**config.mk**
```make
export PLATFORM = sky130hd
export DESIGN_NAME = alu_exec_unit
export DESIGN_NICKNAME = d
export VERILOG_FILES = /design/src/rtl/alu_exec_unit.sv
export SDC_FILE = /design/constraint.sdc
export NUM_CORES = 1
export LEC_CHECK = 0
export BUFFER_PORTS_ARGS = -buffer_cell sky130_fd_sc_hd__buf_2
export CORE_MARGIN = 4
export CORE_UTILIZATION = 30
export CTS_CLUSTER_SIZE = 30
export DETAILED_ROUTE_END_ITERATION = 7
export GPL_TIMING_DRIVEN = 0
export PLACE_DENSITY = 0.45
export SETUP_SLACK_MARGIN = 0.3
export SYNTH_ARGS = -nofsm -noshare
export SYNTH_HDL_FRONTEND = slang
export SYNTH_SLANG_ARGS = --single-unit
```
**constraint.sdc**
```tcl
create_clock -name clk -period 6.55 [get_ports clk]
set_input_delay 1.31 -clock clk [delete_from_list [all_inputs] [get_ports clk]]
set_output_delay 1.31 -clock clk [all_outputs]
set_load 0.005 [all_outputs]
```
**src/rtl/alu_exec_unit.sv**
```systemverilog
// alu_exec_unit: execute-stage ALU with merged ALUOp/func7/func3 decode.
// Single-cycle integer ops complete one cycle after accept. With ALU_MDEXT_EN
// defined, the RV32M group runs on an iterative shift-add multiplier and a
// restoring divider. Without the macro, func7=0000001 decodes as illegal.
// Ports:
//   clk, rst           clock, synchronous active-high reset
//   in_valid/in_ready  operation offer / accept handshake
//   alu_op             00 add, 01 sub, 10 R-type decode, 11 add
//   func7, func3       R-type function fields (used only when alu_op=10)
//   op_a, op_b         operands
//   out_valid/out_ready result handshake
//   result, zero       registered result and result==0 flag
//   illegal            unsupported encoding (result forced to 0)
//   busy               multi-cycle multiply/divide in progress
module alu_exec_unit #(
  parameter int unsigned XLEN          = 32,
  parameter int unsigned MUL_STEP_BITS = 1
) (
  input  logic            clk,
  input  logic            rst,
  input  logic            in_valid,
  output logic            in_ready,
  input  logic [1:0]      alu_op,
  input  logic [6:0]      func7,
  input  logic [2:0]      func3,
  input  logic [XLEN-1:0] op_a,
  input  logic [XLEN-1:0] op_b,
  output logic            out_valid,
  input  logic            out_ready,
  output logic [XLEN-1:0] result,
  output logic            zero,
  output logic            illegal,
  output logic            busy
);
  localparam int unsigned SHW = $clog2(XLEN);

  typedef enum logic [1:0] {S_IDLE, S_MUL, S_DIV} state_e;

  state_e          state_q, state_d;
  logic [XLEN-1:0] res_q, res_d;
  logic            zero_q, zero_d, ill_q, ill_d, vld_q, vld_d;
  logic            accept;
  logic [XLEN-1:0] sc_res, sc_out;
  logic            sc_ill;
  logic [SHW-1:0]  shamt;

`ifdef ALU_MDEXT_EN
  localparam int unsigned DW  = 2 * XLEN;
  localparam int unsigned CW  = $clog2(XLEN) + 1;
  localparam int unsigned NIT = XLEN / MUL_STEP_BITS;
  localparam logic [XLEN-1:0] MIN_NEG = {1'b1, {(XLEN-1){1'b0}}};

  logic            m_start, d_start, sel_hi, sign_a, sign_b, d_rem;
  logic            busy_q, busy_d;
  logic [DW-1:0]   acc_q, acc_d, mcand_q, mcand_d, acc_nx, prod;
  logic [XLEN-1:0] mplier_q, mplier_d, mag_a, mag_b;
  logic [XLEN-1:0] rem_q, rem_d, quo_q, quo_d, dvs_q, dvs_d;
  logic [XLEN-1:0] rem_nx, quo_nx, q_fin, r_fin;
  logic [XLEN:0]   r_sh, r_diff;
  logic [CW-1:0]   cnt_q, cnt_d;
  logic            neg_q, neg_d, rneg_q, rneg_d, sel_q, sel_d;
`endif

  // Operation decode and single-cycle result.
  always_comb begin
    sc_res = '0;
    sc_ill = 1'b0;
    shamt  = op_b[SHW-1:0];
`ifdef ALU_MDEXT_EN
    m_start = 1'b0;
    d_start = 1'b0;
    sel_hi  = 1'b0;
    sign_a  = 1'b0;
    sign_b  = 1'b0;
    d_rem   = 1'b0;
`endif
    case (alu_op)
      2'b01: sc_res = op_a - op_b;
      2'b10: begin
        if (func7 == 7'b0000000) begin
          case (func3)
            3'b000:  sc_res = op_a + op_b;
            3'b001:  sc_res = op_a << shamt;
            3'b010:  sc_res = XLEN'($signed(op_a) < $signed(op_b));
            3'b011:  sc_res = XLEN'(op_a < op_b);
            3'b100:  sc_res = op_a ^ op_b;
            3'b101:  sc_res = op_a >> shamt;
            3'b110:  sc_res = op_a | op_b;
            default: sc_res = op_a & op_b;
          endcase
        end else if (func7 == 7'b0100000) begin
          case (func3)
            3'b000:  sc_res = op_a - op_b;
            3'b101:  sc_res = XLEN'($signed(op_a) >>> shamt);
            default: sc_ill = 1'b1;
          endcase
        end else if (func7 == 7'b0000001) begin
`ifdef ALU_MDEXT_EN
          if (!func3[2]) begin
            m_start = 1'b1;
            sel_hi  = (func3 != 3'b000);
            sign_a  = (func3 != 3'b011);
            sign_b  = !func3[1];
          end else begin
            sign_a = !func3[0];
            sign_b = !func3[0];
            d_rem  = func3[1];
            // Divide-by-zero and signed overflow resolve without iterating.
            if (op_b == '0) begin
              sc_res = d_rem ? op_a : '1;
            end else if (sign_a && (op_a == MIN_NEG) && (op_b == '1)) begin
              sc_res = d_rem ? '0 : op_a;
            end else begin
              d_start = 1'b1;
            end
          end
`else
          sc_ill = 1'b1;
`endif
        end else begin
          sc_ill = 1'b1;
        end
      end
      default: sc_res = op_a + op_b;
    endcase
  end

  assign sc_out   = sc_ill ? '0 : sc_res;
  assign in_ready = (state_q == S_IDLE) && (!vld_q || out_ready);
  assign accept   = in_valid && in_ready;

`ifdef ALU_MDEXT_EN
  // Magnitudes of the operands; signedness is chosen by the decode.
  assign mag_a  = (sign_a && op_a[XLEN-1]) ? -op_a : op_a;
  assign mag_b  = (sign_b && op_b[XLEN-1]) ? -op_b : op_b;
  // Shift-add step: accumulate the multiplicand scaled by the low multiplier digit.
  assign acc_nx = acc_q + mcand_q * DW'(mplier_q[MUL_STEP_BITS-1:0]);
  assign prod   = neg_q ? -acc_nx : acc_nx;
  // Restoring step: trial-subtract the divisor from the shifted partial remainder.
  assign r_sh   = {rem_q, quo_q[XLEN-1]};
  assign r_diff = r_sh - {1'b0, dvs_q};
  assign rem_nx = r_diff[XLEN] ? r_sh[XLEN-1:0] : r_diff[XLEN-1:0];
  assign quo_nx = {quo_q[XLEN-2:0], !r_diff[XLEN]};
  assign q_fin  = neg_q ? -quo_nx : quo_nx;
  assign r_fin  = rneg_q ? -rem_nx : rem_nx;
`endif

  // Next-state and result-register logic.
  always_comb begin
    state_d = state_q;
    res_d   = res_q;
    zero_d  = zero_q;
    ill_d   = ill_q;
    vld_d   = vld_q && !out_ready;
`ifdef ALU_MDEXT_EN
    busy_d   = busy_q;
    acc_d    = acc_q;
    mcand_d  = mcand_q;
    mplier_d = mplier_q;
    rem_d    = rem_q;
    quo_d    = quo_q;
    dvs_d    = dvs_q;
    cnt_d    = cnt_q;
    neg_d    = neg_q;
    rneg_d   = rneg_q;
    sel_d    = sel_q;
`endif
    case (state_q)
      S_IDLE: begin
        if (accept) begin
`ifdef ALU_MDEXT_EN
          if (m_start) begin
            state_d  = S_MUL;
            busy_d   = 1'b1;
            acc_d    = '0;
            mcand_d  = DW'(mag_a);
            mplier_d = mag_b;
            neg_d    = (sign_a && op_a[XLEN-1]) ^ (sign_b && op_b[XLEN-1]);
            sel_d    = sel_hi;
            cnt_d    = '0;
          end else if (d_start) begin
            state_d = S_DIV;
            busy_d  = 1'b1;
            rem_d   = '0;
            quo_d   = mag_a;
            dvs_d   = mag_b;
            neg_d   = (sign_a && op_a[XLEN-1]) ^ (sign_b && op_b[XLEN-1]);
            rneg_d  = sign_a && op_a[XLEN-1];
            sel_d   = d_rem;
            cnt_d   = '0;
          end else
`endif
          begin
            res_d  = sc_out;
            zero_d = (sc_out == '0);
            ill_d  = sc_ill;
            vld_d  = 1'b1;
          end
        end
      end
`ifdef ALU_MDEXT_EN
      S_MUL: begin
        acc_d    = acc_nx;
        mcand_d  = mcand_q << MUL_STEP_BITS;
        mplier_d = mplier_q >> MUL_STEP_BITS;
        cnt_d    = cnt_q + CW'(1);
        if (cnt_q == CW'(NIT - 1)) begin
          state_d = S_IDLE;
          busy_d  = 1'b0;
          res_d   = sel_q ? prod[DW-1:XLEN] : prod[XLEN-1:0];
          zero_d  = (res_d == '0);
          ill_d   = 1'b0;
          vld_d   = 1'b1;
        end
      end
      S_DIV: begin
        rem_d = rem_nx;
        quo_d = quo_nx;
        cnt_d = cnt_q + CW'(1);
        if (cnt_q == CW'(XLEN - 1)) begin
          state_d = S_IDLE;
          busy_d  = 1'b0;
          res_d   = sel_q ? r_fin : q_fin;
          zero_d  = (res_d == '0);
          ill_d   = 1'b0;
          vld_d   = 1'b1;
        end
      end
`endif
      default: state_d = S_IDLE;
    endcase
  end

  // State and result registers.
  always_ff @(posedge clk) begin
    if (rst) begin
      state_q <= S_IDLE;
      res_q   <= '0;
      zero_q  <= 1'b0;
      ill_q   <= 1'b0;
      vld_q   <= 1'b0;
`ifdef ALU_MDEXT_EN
      busy_q   <= 1'b0;
      acc_q    <= '0;
      mcand_q  <= '0;
      mplier_q <= '0;
      rem_q    <= '0;
      quo_q    <= '0;
      dvs_q    <= '0;
      cnt_q    <= '0;
      neg_q    <= 1'b0;
      rneg_q   <= 1'b0;
      sel_q    <= 1'b0;
`endif
    end else begin
      state_q <= state_d;
      res_q   <= res_d;
      zero_q  <= zero_d;
      ill_q   <= ill_d;
      vld_q   <= vld_d;
`ifdef ALU_MDEXT_EN
      busy_q   <= busy_d;
      acc_q    <= acc_d;
      mcand_q  <= mcand_d;
      mplier_q <= mplier_d;
      rem_q    <= rem_d;
      quo_q    <= quo_d;
      dvs_q    <= dvs_d;
      cnt_q    <= cnt_d;
      neg_q    <= neg_d;
      rneg_q   <= rneg_d;
      sel_q    <= sel_d;
`endif
    end
  end

  assign out_valid = vld_q;
  assign result    = res_q;
  assign zero      = zero_q;
  assign illegal   = ill_q;
`ifdef ALU_MDEXT_EN
  assign busy      = busy_q;
`else
  assign busy      = 1'b0;
`endif

endmodule

```
; ---- After elaboration in Yosys (flattened, before gate mapping)
; Index checks and enable logic that the tools add are counted.
[totals]
ff_bits = 35
input_bits = 80
[classes]
add_sub_neg = 2
order_cmp = 2
n_eq_ne = 9
shift = 3
n_mux = 11
bitwise = 3
n_reduce_logical = 9
[ops]
columns = op, n
row1 = 32-bit one-hot mux with 7 select lines, 1
row2 = 32-bit one-hot mux with 2 select lines, 2
row3 = 32-bit 2-to-1 mux, 3
row4 = 32-bit < comparator, 2
row5 = 32-bit adder, 1
row6 = 32-bit AND, 1
row7 = 32-bit zero test, 1
row8 = 32-bit bitwise OR, 1
row9 = 32-bit by 5-bit << shifter with 32-bit output, 1
row10 = 32-bit by 5-bit right shift with 32-bit output, 1
row11 = 32-bit by 5-bit >>> shifter with 32-bit output, 1
row12 = 32-bit subtractor, 1
row13 = 32-bit bitwise XOR, 1
row14 = "3-bit equality test, second input constant", 3
row15 = "7-bit by 6-bit equality test with 1-bit output, second input constant", 1
row16 = 7-bit zero test, 1
row17 = "3-bit by 2-bit equality test with 1-bit output, second input constant", 2
row18 = 1-bit 2-to-1 mux, 5
row19 = "3-bit by 1-bit equality test with 1-bit output, second input constant", 1
row20 = 3-bit zero test, 1
row21 = "2-bit by 1-bit equality test with 1-bit output, second input constant", 1
row22 = "2-bit equality test, second input constant", 1
row23 = 1-bit logical AND, 2
row24 = 1-bit zero test, 2
row25 = 2 further kinds, 2

; ---- Logic depth before layout (Yosys ltp)
; Gate-level depths: netlist of the first run.
[logic_depth]
word_depth = 8
mapped_depth = 20

; ---- Worst setup path before layout of the first run
; OpenSTA, ideal clock, no wires.
[synth_path]
kind = input to register
start = input op_b[2]
end = register zero_q (netlist: zero)
setup_ns = 0.096
arrival_time_ns = 5.790
setup_slack_ns = 0.664
cell_stages = 20
path_buffers = 6
path_cell_list = buf_2 -> buf_4 -> buf_4 -> buf_4 -> inv_1 -> buf_1 -> ha_1 -> buf_2 -> nand2b_1 -> a2111o_1 -> a2111oi_0 -> nor3_1 -> xor2_1 -> a221oi_1 -> a211oi_1 -> or4b_1 -> nor4_2 -> nand4bb_1 -> nand4b_1 -> o41ai_2
[synth_via]
elab_chain_len = 7
elab_cells_between_ends = 17
[synth_rtl]
columns = element, line
row1 = "start, declared", 27  ; input logic [XLEN-1:0] op_b,
row2 = 32-bit subtractor or 32-bit by 5-bit >>> shifter with 32-bit output (tied branches), "78, 93, 94"
row3 = 32-bit one-hot mux with 2 select lines, 92  ; case (func3)
row4 = 32-bit 2-to-1 mux, 91  ; end else if (func7 == 7'b0100000) begin
row5 = 32-bit 2-to-1 mux, 80  ; if (func7 == 7'b0000000) begin
row6 = 32-bit one-hot mux with 2 select lines (*), 77  ; case (alu_op)
row7 = 32-bit 2-to-1 mux (*), 128  ; assign sc_out = sc_ill ? '0 : sc_res;
row8 = 32-bit zero test (*), 195  ; zero_d = (sc_out == '0);
row9 = "end signal, assigned", 258  ; zero_q <= zero_d;
row10 = "end, declared", 41  ; logic zero_q, zero_d, ill_q, ill_d, vld_q, vld_d;
; Every way passes the cells marked *; elsewhere a longest branch is shown, timed or not.
; A chain may end at the register's enable or synchronous reset.

; ---- Final worst setup path of the first run
[layout_path]
start = input op_b[3]
end = register res_q[30] (netlist: result[30])
[layout_via]
elab_chain_len = 6
elab_cells_between_ends = 11
[layout_rtl]
columns = element, line
row1 = 32-bit subtractor or 32-bit by 5-bit >>> shifter with 32-bit output (tied branches), "78, 93, 94"
row2 = 32-bit one-hot mux with 2 select lines, 92
row3 = 32-bit 2-to-1 mux, 91
row4 = 32-bit 2-to-1 mux, 80
row5 = 32-bit one-hot mux with 2 select lines (*), 77
row6 = 32-bit 2-to-1 mux (*), 128
row7 = "end signal, assigned", 257  ; res_q <= res_d;
row8 = "end, declared", 40  ; logic [XLEN-1:0] res_q, res_d;
; Marked as above.

==> qor.tcl, run 1 <==
set qor(outcome) {complete, but fails checks}
set qor(violations_in_the_final_reports) {max-slew violations}
set qor(cts.reportedPaths.clkPinSlew_ps) 60
set qor(synth_area_per_cell_sq_um) 6.82
set qor(commonest_non_fill_non_tap_cell_in_the_layout) {sky130_fd_sc_hd__nand2_1}
set qor(switching_power_mw) 1.11
set qor(synth.ff_latch_count) 35
set qor(max-clock-path-buffers) 2
set qor(hold_path_depth) 2
set qor(power.clock.fraction) 0.131
set qor(chipWidth_um) 217
set qor(dpl.hpwl_mm) 76.5
set qor(cts_tree) {yes}
set qor(grt_setup_unrepaired) {no}
set qor(reg2reg_from) {out_valid$_SDFF_PP0_}
set qor(report.final.setup_viol) 0
set qor(core_sq_mm) 0.0432
set qor(achievable-frequency_mhz) 162
set qor(total_drc_errors_in_the_routed_layout) 0
set qor(timing.critical_path.from_type) {input port}
set qor(pin_count_of_the_biggest_net_entering_global_routing) 13
set qor(die_height_um) 217
set qor(route.vias.total) 17800
set qor(start_util) 0.304
set qor(mostFrequentLayoutCells) {175 x sky130_fd_sc_hd__nand2_1, 173 x sky130_fd_sc_hd__nor2_1, 159 x sky130_fd_sc_hd__a21oi_1}
set qor(timing.clock.skew_ps) 5.65
set qor(async_flop_share) 0
set qor(final_hold_fails) 0
set qor(total_leakage_power_nw) 5.95
set qor(most_area_hungry_cell_type_in_the_yosys_netlist) {sky130_fd_sc_hd__ha_1}
set qor(clock_sink_count) 35
set qor(rr_worst_depth) 9
set qor(critPathKind) {input port to flip-flop}
set qor(drtIter0Drc) 2688
set qor(vdd_drop_max_mv) 0.0986
set qor(combPwrFrac) 0.747
set qor(grt_pass1_wl_mm) 129
set qor(ys_dominant_reg_cell) {sky130_fd_sc_hd__dfxtp_1}
set qor(total_power_mw) 1.95
set qor(gp_routability_congestion) 1.06
set qor(place.detailed.instances) 2625
set qor(power_per_cell_area_mw_per_mm2) 130
set qor(clk-insertion-delay-late_ps) 280
set qor(routed_wl_mm) 93.7
set qor(critPathCaptureType) {flip-flop}
set qor(global_route.usage.total) 0.377
set qor(grt_remaining_overflow) 0
set qor(ant_nets) 0
set qor(crit_path_max_fanout) 11
set qor(timing.max_cap.violations) 0
set qor(io-pin-count) 117
set qor(synth.cell_area_sq_mm) 0.0131
set qor(wl_per_cell_um) 35.5
set qor(synth-warning-count) 0
set qor(layoutNonFillerInstCount) 2643
set qor(die_area_sq_mm) 0.0471
set qor(min-delay-path-class) {flip-flop to flip-flop}
set qor(grt_pass1_vias) 16600
set qor(hold_start) {result[18]$_SDFFE_PP0P_}
set qor(reg2reg_setup_slack_ps) 4110
set qor(detail_route.vias_per_cell) 6.73
set qor(final-max-slew-violation-count) 5
set qor(hold-path-endpoint) {result[18]$_SDFFE_PP0P_}
set qor(post_synth_inst_count) 1924
set qor(post-synth-top-area-fraction) 0.0944
set qor(seq_power_share) 0.121
set qor(cp_arrival_ps) 6380
set qor(final_critical_period_ps) 6170
set qor(cts-root-buf) {sky130_fd_sc_hd__clkbuf_16}
set qor(numPortBuffers) 114
set qor(layout-area-overhead-vs-synth_pct) 13.9
set qor(synth_top_cells_by_area) {sky130_fd_sc_hd__ha_1 9.4%, sky130_fd_sc_hd__a21oi_1 6.2%, sky130_fd_sc_hd__mux2i_1 6.0%, sky130_fd_sc_hd__dfxtp_1 5.3%, sky130_fd_sc_hd__o21ai_0 5.1%}
set qor(ys_types) 91
set qor(detail_route.first_pass.iterations) 7
set qor(synth.net_count) 2105
set qor(nets) 2236
set qor(htreeDepth) 2
set qor(number_of_synthesized_flops_with_an_enable_pin) 0
set qor(cp.required_ps) 6770
set qor(worstReg2RegEnd) {zero$_SDFFE_PP0P_}
set qor(rows) 76
set qor(ratio_of_cells_with_drive_above_1_in_the_final_layout) 0.156
set qor(initial_antenna_violation_count) 3
set qor(tightestPinTransition_ps) 1510
set qor(cts-buffers-inserted) 5
set qor(sw_frac) 0.570
set qor(synth-seq-area-share) 0.0534
set qor(headroom_to_the_max_slew_limit) -0.00399
set qor(power.internal_mw) 0.838
set qor(min_period_over_period) 0.942
## worst max path at each step
stage / slack [ps] / to / start
5_1_grt: 310 / zero$_SDFFE_PP0P_ / op_a[19]
6_report: 380 / result[30]$_SDFFE_PP0P_ / op_b[3]
2_1_floorplan: 660 / zero$_SDFFE_PP0P_ / op_b[2]
4_1_cts: 340 / zero$_SDFFE_PP0P_ / op_b[1]
3_3_place_gp: -2300 / zero$_SDFFE_PP0P_ / op_b[3]
3_5_place_dp: -1940 / zero$_SDFFE_PP0P_ / op_b[3]
## power groups by stage
| stage | sequential (mW) | clock, mW | combinational [mW] |
|---|---|---|---|
| 2_1_floorplan | 0.242 | 0 | 0.799 |
| 3_3_place_gp | 0.241 | 0 | 1.36 |
| 3_5_place_dp | 0.241 | 0 | 1.35 |
| 4_1_cts | 0.237 | 0.260 | 1.37 |
| 5_1_grt | 0.239 | 0.273 | 1.50 |
| 6_report | 0.237 | 0.256 | 1.46 |
## worst max-delay path: stages
cell and delay [ps]:
sky130_fd_sc_hd__clkbuf_4 210, sky130_fd_sc_hd__buf_6 230, sky130_fd_sc_hd__inv_1 120, sky130_fd_sc_hd__buf_4 210, sky130_fd_sc_hd__buf_6 200, sky130_fd_sc_hd__clkbuf_8 210, sky130_fd_sc_hd__ha_1 310, sky130_fd_sc_hd__clkbuf_2 230
sky130_fd_sc_hd__o21ai_0 170, sky130_fd_sc_hd__nor2_2 350, sky130_fd_sc_hd__a21oi_1 250, sky130_fd_sc_hd__o311ai_0 850, sky130_fd_sc_hd__a21o_1 340, sky130_fd_sc_hd__a21boi_0 160, sky130_fd_sc_hd__o21a_1 200, sky130_fd_sc_hd__a41oi_1 200
sky130_fd_sc_hd__a32oi_1 80, sky130_fd_sc_hd__a311oi_1 500, sky130_fd_sc_hd__nand2_1 100, sky130_fd_sc_hd__a21oi_1 130
## routing by layer
| metal | GRT usage | routed length [um] |
|---|---|---|
| met1 | 0.518 | 39300 |
| met2 | 0.562 | 38700 |
| met3 | 0.0887 | 10100 |
| met4 | 0.167 | 5610 |
| met5 | 0 | 27 |
## stage by stage
stage	cell area (sq um)	setup TNS, ps	utilization	hold slack (ps)	worst slack, ps
floorplan	13100	0	-	453	664
global placement	14400	-30020	0.334	445	-2300
detailed placement	14400	-26270	0.335	445	-1940
CTS	14800	0	0.343	452	340
global route	14900	0	0.346	468	305
finish	14900	0	0.346	450	382
## cells by family after synthesis
kind of cell               share of synthesized area
muxes                                          0.148
adders and majority gates                     0.0975
buffers and inverters                         0.0818
other                                       0.000286
and+or+nand+nor                                0.223
xor gates and xnor gates                      0.0341
DFF                                           0.0534
AOI/OAI and AO/OA                              0.362
## cell usage after synthesis (all sizes together) (15+ instances only)
library cell,n
dfxtp,35
nor3,47
inv,98
xnor2,34
and2,15
mux2,45
ha,99
nand2,176
xor2,17
a31oi,30
mux2i,78
a21o,34
o21ai,134
nand2b,31
a221oi,23
a22oi,17
o221ai,18
mux4,29
a211oi,39
clkbuf,105
o22ai,29
nand3,53
nor2,175
buf,60
o211ai,33
a21oi,163
nand4,20
nor2b,24
or2,17
## timing repair
action / CTS / global route
pin swaps: 2 / 9
resized for setup: 57 / 30
endpoints found under the hold margin: 0 / 0
hold buffers: 0 / 0
buffers inserted: 2 / 7
cloned: 0 / 0
endpoints found under the setup margin: 30 / 7
## layout make-up
type / instances / area [sq um]
clock inverter: 1 / 7.51
clock buffer: 7 / 153
buffer: 164 / 766
inverter: 102 / 390
multi-input combinational: 1622 / 11500
tap: 585 / 732
timing repair buffer: 125 / 653
sequential: 35 / 701
fill: 4866 / 28200
antenna: 2 / 5.00
## flip-flops by register name, summed over array words and instances (netlist names)
signal / count
result: 32
zero: 1
out_valid: 1
illegal: 1
Power figures use the tool's default switching activity.
==> run 2: changes to the inputs <==
--- a/config.mk
+++ b/config.mk
@@ -6,12 +6,15 @@
 export NUM_CORES = 1
 export LEC_CHECK = 0
 export BUFFER_PORTS_ARGS = -buffer_cell sky130_fd_sc_hd__buf_2
+export CELL_PAD_IN_SITES_DETAIL_PLACEMENT = 0
+export CELL_PAD_IN_SITES_GLOBAL_PLACEMENT = 1
+export CORE_ASPECT_RATIO = 1.1
 export CORE_MARGIN = 4
-export CORE_UTILIZATION = 30
+export CORE_UTILIZATION = 31
 export CTS_CLUSTER_SIZE = 30
 export DETAILED_ROUTE_END_ITERATION = 7
 export GPL_TIMING_DRIVEN = 0
-export PLACE_DENSITY = 0.45
+export PLACE_DENSITY = 0.6
 export SETUP_SLACK_MARGIN = 0.3
 export SYNTH_ARGS = -nofsm -noshare
 export SYNTH_HDL_FRONTEND = slang
==> qor.tcl, run 2 (synthesis results as in run 1) <==
set qor(outcome) {completed}
set qor(final_critical_period_ps) 6240 ;# +70.8 ps
set qor(total_drc_errors_in_the_routed_layout) 0 ;# unchanged
set qor(layoutNonFillerInstCount) 2620 ;# -0.87%
set qor(reg2reg_setup_slack_ps) 4180 ;# +70 ps
set qor(grt_pass1_wl_mm) 131 ;# +1.5%
set qor(place.detailed.instances) 2602 ;# -0.88%
set qor(postLayoutSetupSlackWorst_ps) 311 ;# -70.8 ps
set qor(global_route.usage.total) 0.394 ;# +0.0166
set qor(cp_arrival_ps) 6440 ;# +60 ps
set qor(final-max-slew-violation-count) 0 ;# -5
set qor(vdd_drop_max_mv) 0.0642 ;# -35%
set qor(tightestPinTransition_ps) 1370 ;# -133 ps
set qor(timing.clock.skew_ps) 2.04 ;# -3.60 ps
set qor(max_ffs_per_register) 32 ;# unchanged
set qor(cts_tree) {yes}
set qor(wl_per_cell_um) 36.3 ;# +2.5%
set qor(headroom_to_the_max_slew_limit) 0.0776 ;# +0.0816
set qor(critPathCaptureType) {flip-flop}
set qor(worstPathCellList) {buf_2 > buf_2 > buf_2 > buf_2 > buf_1 > o21ai_0 > a222oi_1 > a21oi_1 > nor2_1 > a31oi_1 > o21ai_0 > nand4_1 > nor4_4 > nand4bb_1 > nand4b_1 > o41ai_2}
set qor(cts_hold_repair.buffers) 0 ;# unchanged
set qor(hold-path-endpoint) {result[12]$_SDFFE_PP0P_}
set qor(min_period_over_period) 0.952 ;# +0.0108
set qor(post_place_setup_slack_ps) -2070 ;# -132 ps
set qor(grt_remaining_overflow) 0 ;# unchanged
set qor(critPathKind) {input port to flip-flop}
set qor(max-clock-path-buffers) 2 ;# unchanged
set qor(rows) 78 ;# +2.6%
set qor(cp.required_ps) 6750 ;# -20 ps
set qor(layout-area-overhead-vs-synth_pct) 14.1
set qor(pin_count_of_the_biggest_net_entering_global_routing) 13 ;# unchanged
set qor(nets) 2238 ;# +0.089%
set qor(numPortBuffers) 114 ;# unchanged
set qor(core_sq_mm) 0.0416 ;# -3.7%
set qor(min-delay-path-class) {flip-flop to flip-flop}
set qor(io-pin-count) 117 ;# unchanged
set qor(cp_slowest_stage_delay_ps) 790 ;# -60 ps
set qor(ant_nets) 0 ;# unchanged
set qor(rr_worst_depth) 9 ;# unchanged
set qor(clock_sink_count) 35 ;# unchanged
set qor(clk-insertion-delay-late_ps) 290 ;# about the same
set qor(route.vias.total) 17700 ;# -0.27%
set qor(chipWidth_um) 204 ;# -6.0%
set qor(detail_route.vias_per_cell) 6.77 ;# +0.61%
set qor(timing.max_cap.violations) 0 ;# unchanged
set qor(final_hold_fails) 0 ;# unchanged
set qor(detail_route.first_pass.iterations) 6 ;# -1
set qor(timing.critical_path.from_type) {input port}
set qor(reg2reg_from) {out_valid$_SDFF_PP0_}
set qor(die_area_sq_mm) 0.0457 ;# -3.1%
set qor(gp_routability_congestion) 1.06 ;# about the same
set qor(cts.reportedPaths.clkPinSlew_ps) 50 ;# about the same
set qor(hold_start) {result[12]$_SDFFE_PP0P_}
set qor(cts-buffers-inserted) 5 ;# unchanged
set qor(maxUsedRoutingLayer) {met4}
set qor(report.final.setup_viol) 0 ;# unchanged
set qor(wl_met2_mm) 41.9 ;# +8.2%
set qor(power_per_cell_area_mw_per_mm2) 131 ;# about the same
set qor(cpMaxStageDelayCell) {sky130_fd_sc_hd__a222oi_1}
set qor(routed_wl_mm) 95.2 ;# +1.6%
set qor(wl_met3_mm) 9.60 ;# -5.0%
set qor(initial_antenna_violation_count) 2 ;# -1
set qor(grt_pass1_vias) 16700 ;# +0.77%
set qor(dpl.hpwl_mm) 78.1 ;# +2.0%
set qor(mostFrequentLayoutCells) {175 x sky130_fd_sc_hd__nand2_1, 173 x sky130_fd_sc_hd__nor2_1, 158 x sky130_fd_sc_hd__a21oi_1}
set qor(drtIter0Drc) 2465 ;# -8.3%
set qor(die_height_um) 224 ;# +3.1%
set qor(placedInstanceArea_sq_mm) 0.0144 ;# about the same
set qor(ratio_of_cells_with_drive_above_1_in_the_final_layout) 0.162 ;# +0.00568
set qor(commonest_non_fill_non_tap_cell_in_the_layout) {sky130_fd_sc_hd__nand2_1}
set qor(totalNegativeSetupSlack_ps) 0 ;# unchanged
set qor(start_util) 0.315 ;# +0.0117
set qor(achievable-frequency_mhz) 160 ;# -1.1%
set qor(total_power_mw) 1.95 ;# +0.23%
set qor(layout.cell_area.non_filler_sq_mm) 0.0150 ;# +0.18%
set qor(worstReg2RegEnd) {zero$_SDFFE_PP0P_}
set qor(grt_setup_unrepaired) {no}
set qor(hold_path_depth) 2 ;# unchanged
set qor(total_leakage_power_nw) 5.99 ;# +0.53%
set qor(critical_path.most_common_cell) {sky130_fd_sc_hd__buf_2}
set qor(crit_path_max_fanout) 10 ;# -1
set qor(cts-root-buf) {sky130_fd_sc_hd__clkbuf_16}
set qor(htreeDepth) 2 ;# unchanged
set qor(wirelength_met1_mm) 36.9 ;# -6.0%
[run 2: worst max path at each step]
stage | startpoint | endpoint | slack, ps
after floorplan | op_b[2] | zero$_SDFFE_PP0P_ | 660
after global placement | op_b[3] | zero$_SDFFE_PP0P_ | -2190
after detailed placement | op_b[3] | zero$_SDFFE_PP0P_ | -2070
after CTS | op_b[2] | zero$_SDFFE_PP0P_ | 310
after global routing | op_b[2] | zero$_SDFFE_PP0P_ | 300
final | op_b[1] | zero$_SDFFE_PP0P_ | 310
[run 2: critical path, delay by kind of cell]
kind	cells	cell delay, ps
compound gates	6	1930
simple gates	5	1330
buf+inv	5	1850
[run 2: report_power, final]
part / switching [mW] / internal, mW / total, mW
sequential: 0.00682 / 0.229 / 0.236
combinational: 1.01 / 0.452 / 1.46
clock: 0.0927 / 0.162 / 0.255
total: 1.11 / 0.843 / 1.95
[run 2: metrics by stage]
| step | hold WS [ps] | utilization |
|---|---|---|
| 6_report | 449 | 0.360 |
| 3_5_place_dp | 444 | 0.347 |
| 5_1_grt | 469 | 0.360 |
| 2_1_floorplan | 453 | - |
| 4_1_cts | 452 | 0.356 |
| 3_3_place_gp | 442 | 0.346 |
[run 2: layout make-up]
class,count,area (sq um)
antenna,2,5.00
buffer,164,771
clock buffer,8,156
fill,4712,26600
inverter,102,389
multi-input combinational,1622,11600
sequential,35,701
tap,560,701
timing repair buffer,127,672
[run 2: metal layers]
| layer | vias to the layer above | track usage |
|---|---|---|
| li1 | 7479 | - |
| met1 | 8607 | 0.508 |
| met2 | 1332 | 0.627 |
| met3 | 322 | 0.0628 |
| met4 | 0 | 0.219 |
| met5 | - | 0 |
[run 2: what timing repair did]
action	CTS	global route
gates resized for setup	59	41
buffers inserted	5	4
endpoints found under the setup margin	30	4
pin swaps	4	9
==> run 3: changes to the inputs <==
--- a/config.mk
+++ b/config.mk
@@ -16,6 +16,7 @@
 export GPL_TIMING_DRIVEN = 0
 export PLACE_DENSITY = 0.6
 export SETUP_SLACK_MARGIN = 0.3
+export SKIP_CTS_REPAIR_TIMING = 1
 export SYNTH_ARGS = -nofsm -noshare
 export SYNTH_HDL_FRONTEND = slang
 export SYNTH_SLANG_ARGS = --single-unit
==> constraint.sdc (replaced) <==
create_clock -name clk -period 5.85 [get_ports clk]
set_input_delay 1.17 -clock clk [delete_from_list [all_inputs] [get_ports clk]]
set_output_delay 1.17 -clock clk [all_outputs]
set_load 0.005 [all_outputs]
==> qor.tcl, run 3 (synthesis results as in run 1) <==
set qor(layout-area-overhead-vs-synth_pct) 17.7
set qor(mostFrequentLayoutCells) {174 x sky130_fd_sc_hd__nand2_1, 173 x sky130_fd_sc_hd__nor2_1, 158 x sky130_fd_sc_hd__a21oi_1}
set qor(timing.max_cap.violations) 1 ;# +1
set qor(power.internal_mw) 0.960 ;# +14%
set qor(seq_power_share) 0.119 ;# -0.002
set qor(power.clock.fraction) 0.120 ;# -0.010
set qor(ratio_of_cells_with_drive_above_1_in_the_final_layout) 0.191 ;# +0.0293
set qor(combPwrFrac) 0.761 ;# +0.012
set qor(drtIter0Drc) 2458 ;# -0.28%
set qor(cp_arrival_ps) 5900 ;# -540 ps
set qor(cp.required_ps) 6050 ;# -700 ps
set qor(commonest_non_fill_non_tap_cell_in_the_layout) {sky130_fd_sc_hd__nand2_1}
set qor(tightestPinTransition_ps) 1540 ;# +165 ps
set qor(startpoint) {op_b[0]}
set qor(gp_routability_congestion) 1.10 ;# +3.6%
set qor(rows) 78 ;# unchanged
set qor(critPathCaptureType) {flip-flop}
set qor(die_area_sq_mm) 0.0457 ;# unchanged
set qor(die_height_um) 224 ;# unchanged
set qor(postLayoutSetupSlackWorst_ps) 150 ;# -161 ps
set qor(achievable-frequency_mhz) 175
set qor(report.final.setup_viol) 0 ;# unchanged
set qor(totalNegativeSetupSlack_ps) 0 ;# unchanged
set qor(rr_worst_depth) 9 ;# unchanged
set qor(route.vias.total) 18000 ;# +1.5%
set qor(hold_path_depth) 2 ;# unchanged
set qor(critPathKind) {input port to flip-flop}
set qor(global_route.usage.total) 0.398 ;# +0.00393
set qor(cts-buffers-inserted) 5 ;# unchanged
set qor(count_of_buffer_and_inverter_cells_on_the_critical_path) 3 ;# -2
set qor(n_antenna_cell) 0 ;# -2
set qor(htreeDepth) 2 ;# unchanged
set qor(total_power_mw) 2.22 ;# +14%
set qor(grt_remaining_overflow) 0 ;# unchanged
set qor(chipWidth_um) 204 ;# unchanged
set qor(detail_route.vias_per_cell) 6.80 ;# +0.42%
set qor(cts-root-buf) {sky130_fd_sc_hd__clkbuf_16}
set qor(post_place_setup_slack_ps) -2600 ;# -530 ps
set qor(grt_pass1_vias) 16900 ;# +1.5%
set qor(clk-insertion-delay-late_ps) 290 ;# about the same
set qor(crit_family) {simple AND/OR/NAND/NOR gates}
set qor(crit_path_max_fanout) 10 ;# unchanged
set qor(ant_nets) 0 ;# unchanged
set qor(max-clock-path-buffers) 2 ;# unchanged
set qor(worstPathCellList) {buf_2 > buf_4 > clkbuf_2 > nor2_1 > a221oi_1 > a211oi_1 > o211ai_1 > a32oi_2 > or4b_4 > nor4_4 > nand4bb_1 > nand4b_1 > o41ai_2}
set qor(start_util) 0.315 ;# unchanged
set qor(wp_depth) 13 ;# -3
set qor(total_leakage_power_nw) 6.22 ;# +4.0%
set qor(max_ffs_per_register) 32 ;# unchanged
set qor(outcome) {complete, but fails checks}
set qor(detail_route.first_pass.iterations) 6 ;# unchanged
set qor(fin_worst_hold_slack_ps) 449 ;# -0.0420 ps
set qor(pin_count_of_the_biggest_net_entering_global_routing) 13 ;# unchanged
set qor(grt_setup_unrepaired) {yes}
set qor(grt_pass1_wl_mm) 132 ;# +0.65%
set qor(core_sq_mm) 0.0416 ;# unchanged
set qor(timing.clock.skew_ps) 4.12 ;# +2.08 ps
set qor(numPortBuffers) 114 ;# unchanged
set qor(cp_slowest_stage_delay_ps) 850 ;# +60 ps
set qor(violations_in_the_final_reports) {max-capacitance violations, max-slew violations}
set qor(hold_start) {result[30]$_SDFFE_PP0P_}
set qor(min_period_over_period) 0.974
set qor(switching_power_mw) 1.26 ;# +14%
set qor(cpMaxStageDelayCell) {sky130_fd_sc_hd__nor2_1}
set qor(min-delay-path-class) {flip-flop to flip-flop}
set qor(initial_antenna_violation_count) 2 ;# unchanged
set qor(reg2reg_from) {out_valid$_SDFF_PP0_}
set qor(routed_wl_mm) 96.2 ;# +1.1%
set qor(cts.reportedPaths.clkPinSlew_ps) 50 ;# about the same
set qor(final_hold_fails) 0 ;# unchanged
set qor(timing.critical_path.from_type) {input port}
set qor(total_drc_errors_in_the_routed_layout) 0 ;# unchanged
set qor(io-pin-count) 117 ;# unchanged
set qor(final-max-slew-violation-count) 5 ;# +5
set qor(wl_per_cell_um) 36.3 ;# about the same
set qor(nets) 2269 ;# +1.4%
set qor(layoutNonFillerInstCount) 2648 ;# +1.1%
set qor(clock_sink_count) 35 ;# unchanged
set qor(vdd_drop_max_mv) 0.0684 ;# +6.5%
set qor(cts_tree) {yes}
set qor(headroom_to_the_max_slew_limit) -0.0253 ;# -0.103
set qor(power_per_cell_area_mw_per_mm2) 144 ;# +10%
set qor(dpl.hpwl_mm) 78.8 ;# +0.93%
set qor(place.detailed.instances) 2601 ;# -0.038%
set qor(final_critical_period_ps) 5700
set qor(sw_frac) 0.568 ;# about the same
-- run 3: tightest hold or removal path: stages (launching register included) --
cell	delay [ps]
sky130_fd_sc_hd__dfxtp_1	300
sky130_fd_sc_hd__nand2_1	50
sky130_fd_sc_hd__a21oi_1	50
-- run 3: per-stage QoR --
step            util  instance area (sq um)
2_1_floorplan      -                  13100
3_3_place_gp   0.346                  14400
3_5_place_dp   0.347                  14400
4_1_cts        0.350                  14600
5_1_grt        0.371                  15400
6_report       0.371                  15400
-- run 3: path summary, 6_finish.rpt --
check | end | slack (ps)
setup reg to reg | zero$_SDFFE_PP0P_ | 3450
hold reg to reg | result[30]$_SDFFE_PP0P_ | 450
hold / removal | result[30]$_SDFFE_PP0P_ | 450
setup / recovery | zero$_SDFFE_PP0P_ | 150
-- run 3: cell type report --
cell class	count	area, sq um
well taps	560	701
fillers	4674	26100
multi-input cells	1622	11700
inverters	102	398
flip-flops and latches	35	701
repair buffers	157	903
plain buffers	165	865
clock inverters	1	5.00
clock buffers	6	139
-- run 3: power by group through the flow --
stage          clock network, mW  logic, mW  registers [mW]
2_1_floorplan                  0      0.895           0.271
4_1_cts                    0.266       1.53           0.264
3_5_place_dp                   0       1.52           0.269
5_1_grt                    0.272       1.75           0.266
6_report                   0.267       1.69           0.264
3_3_place_gp                   0       1.53           0.269
-- run 3: per-layer routing --
| layer | routed length [um] | up-vias | track usage | part of all wire |
|---|---|---|---|---|
| li1 | - | 7531 | - | - |
| met1 | 36900 | 8813 | 0.507 | 0.38 |
| met2 | 42800 | 1333 | 0.636 | 0.44 |
| met3 | 8810 | 323 | 0.0563 | 0.092 |
| met4 | 7720 | 4 | 0.240 | 0.080 |
| met5 | 25 | - | 0 | 0.00026 |
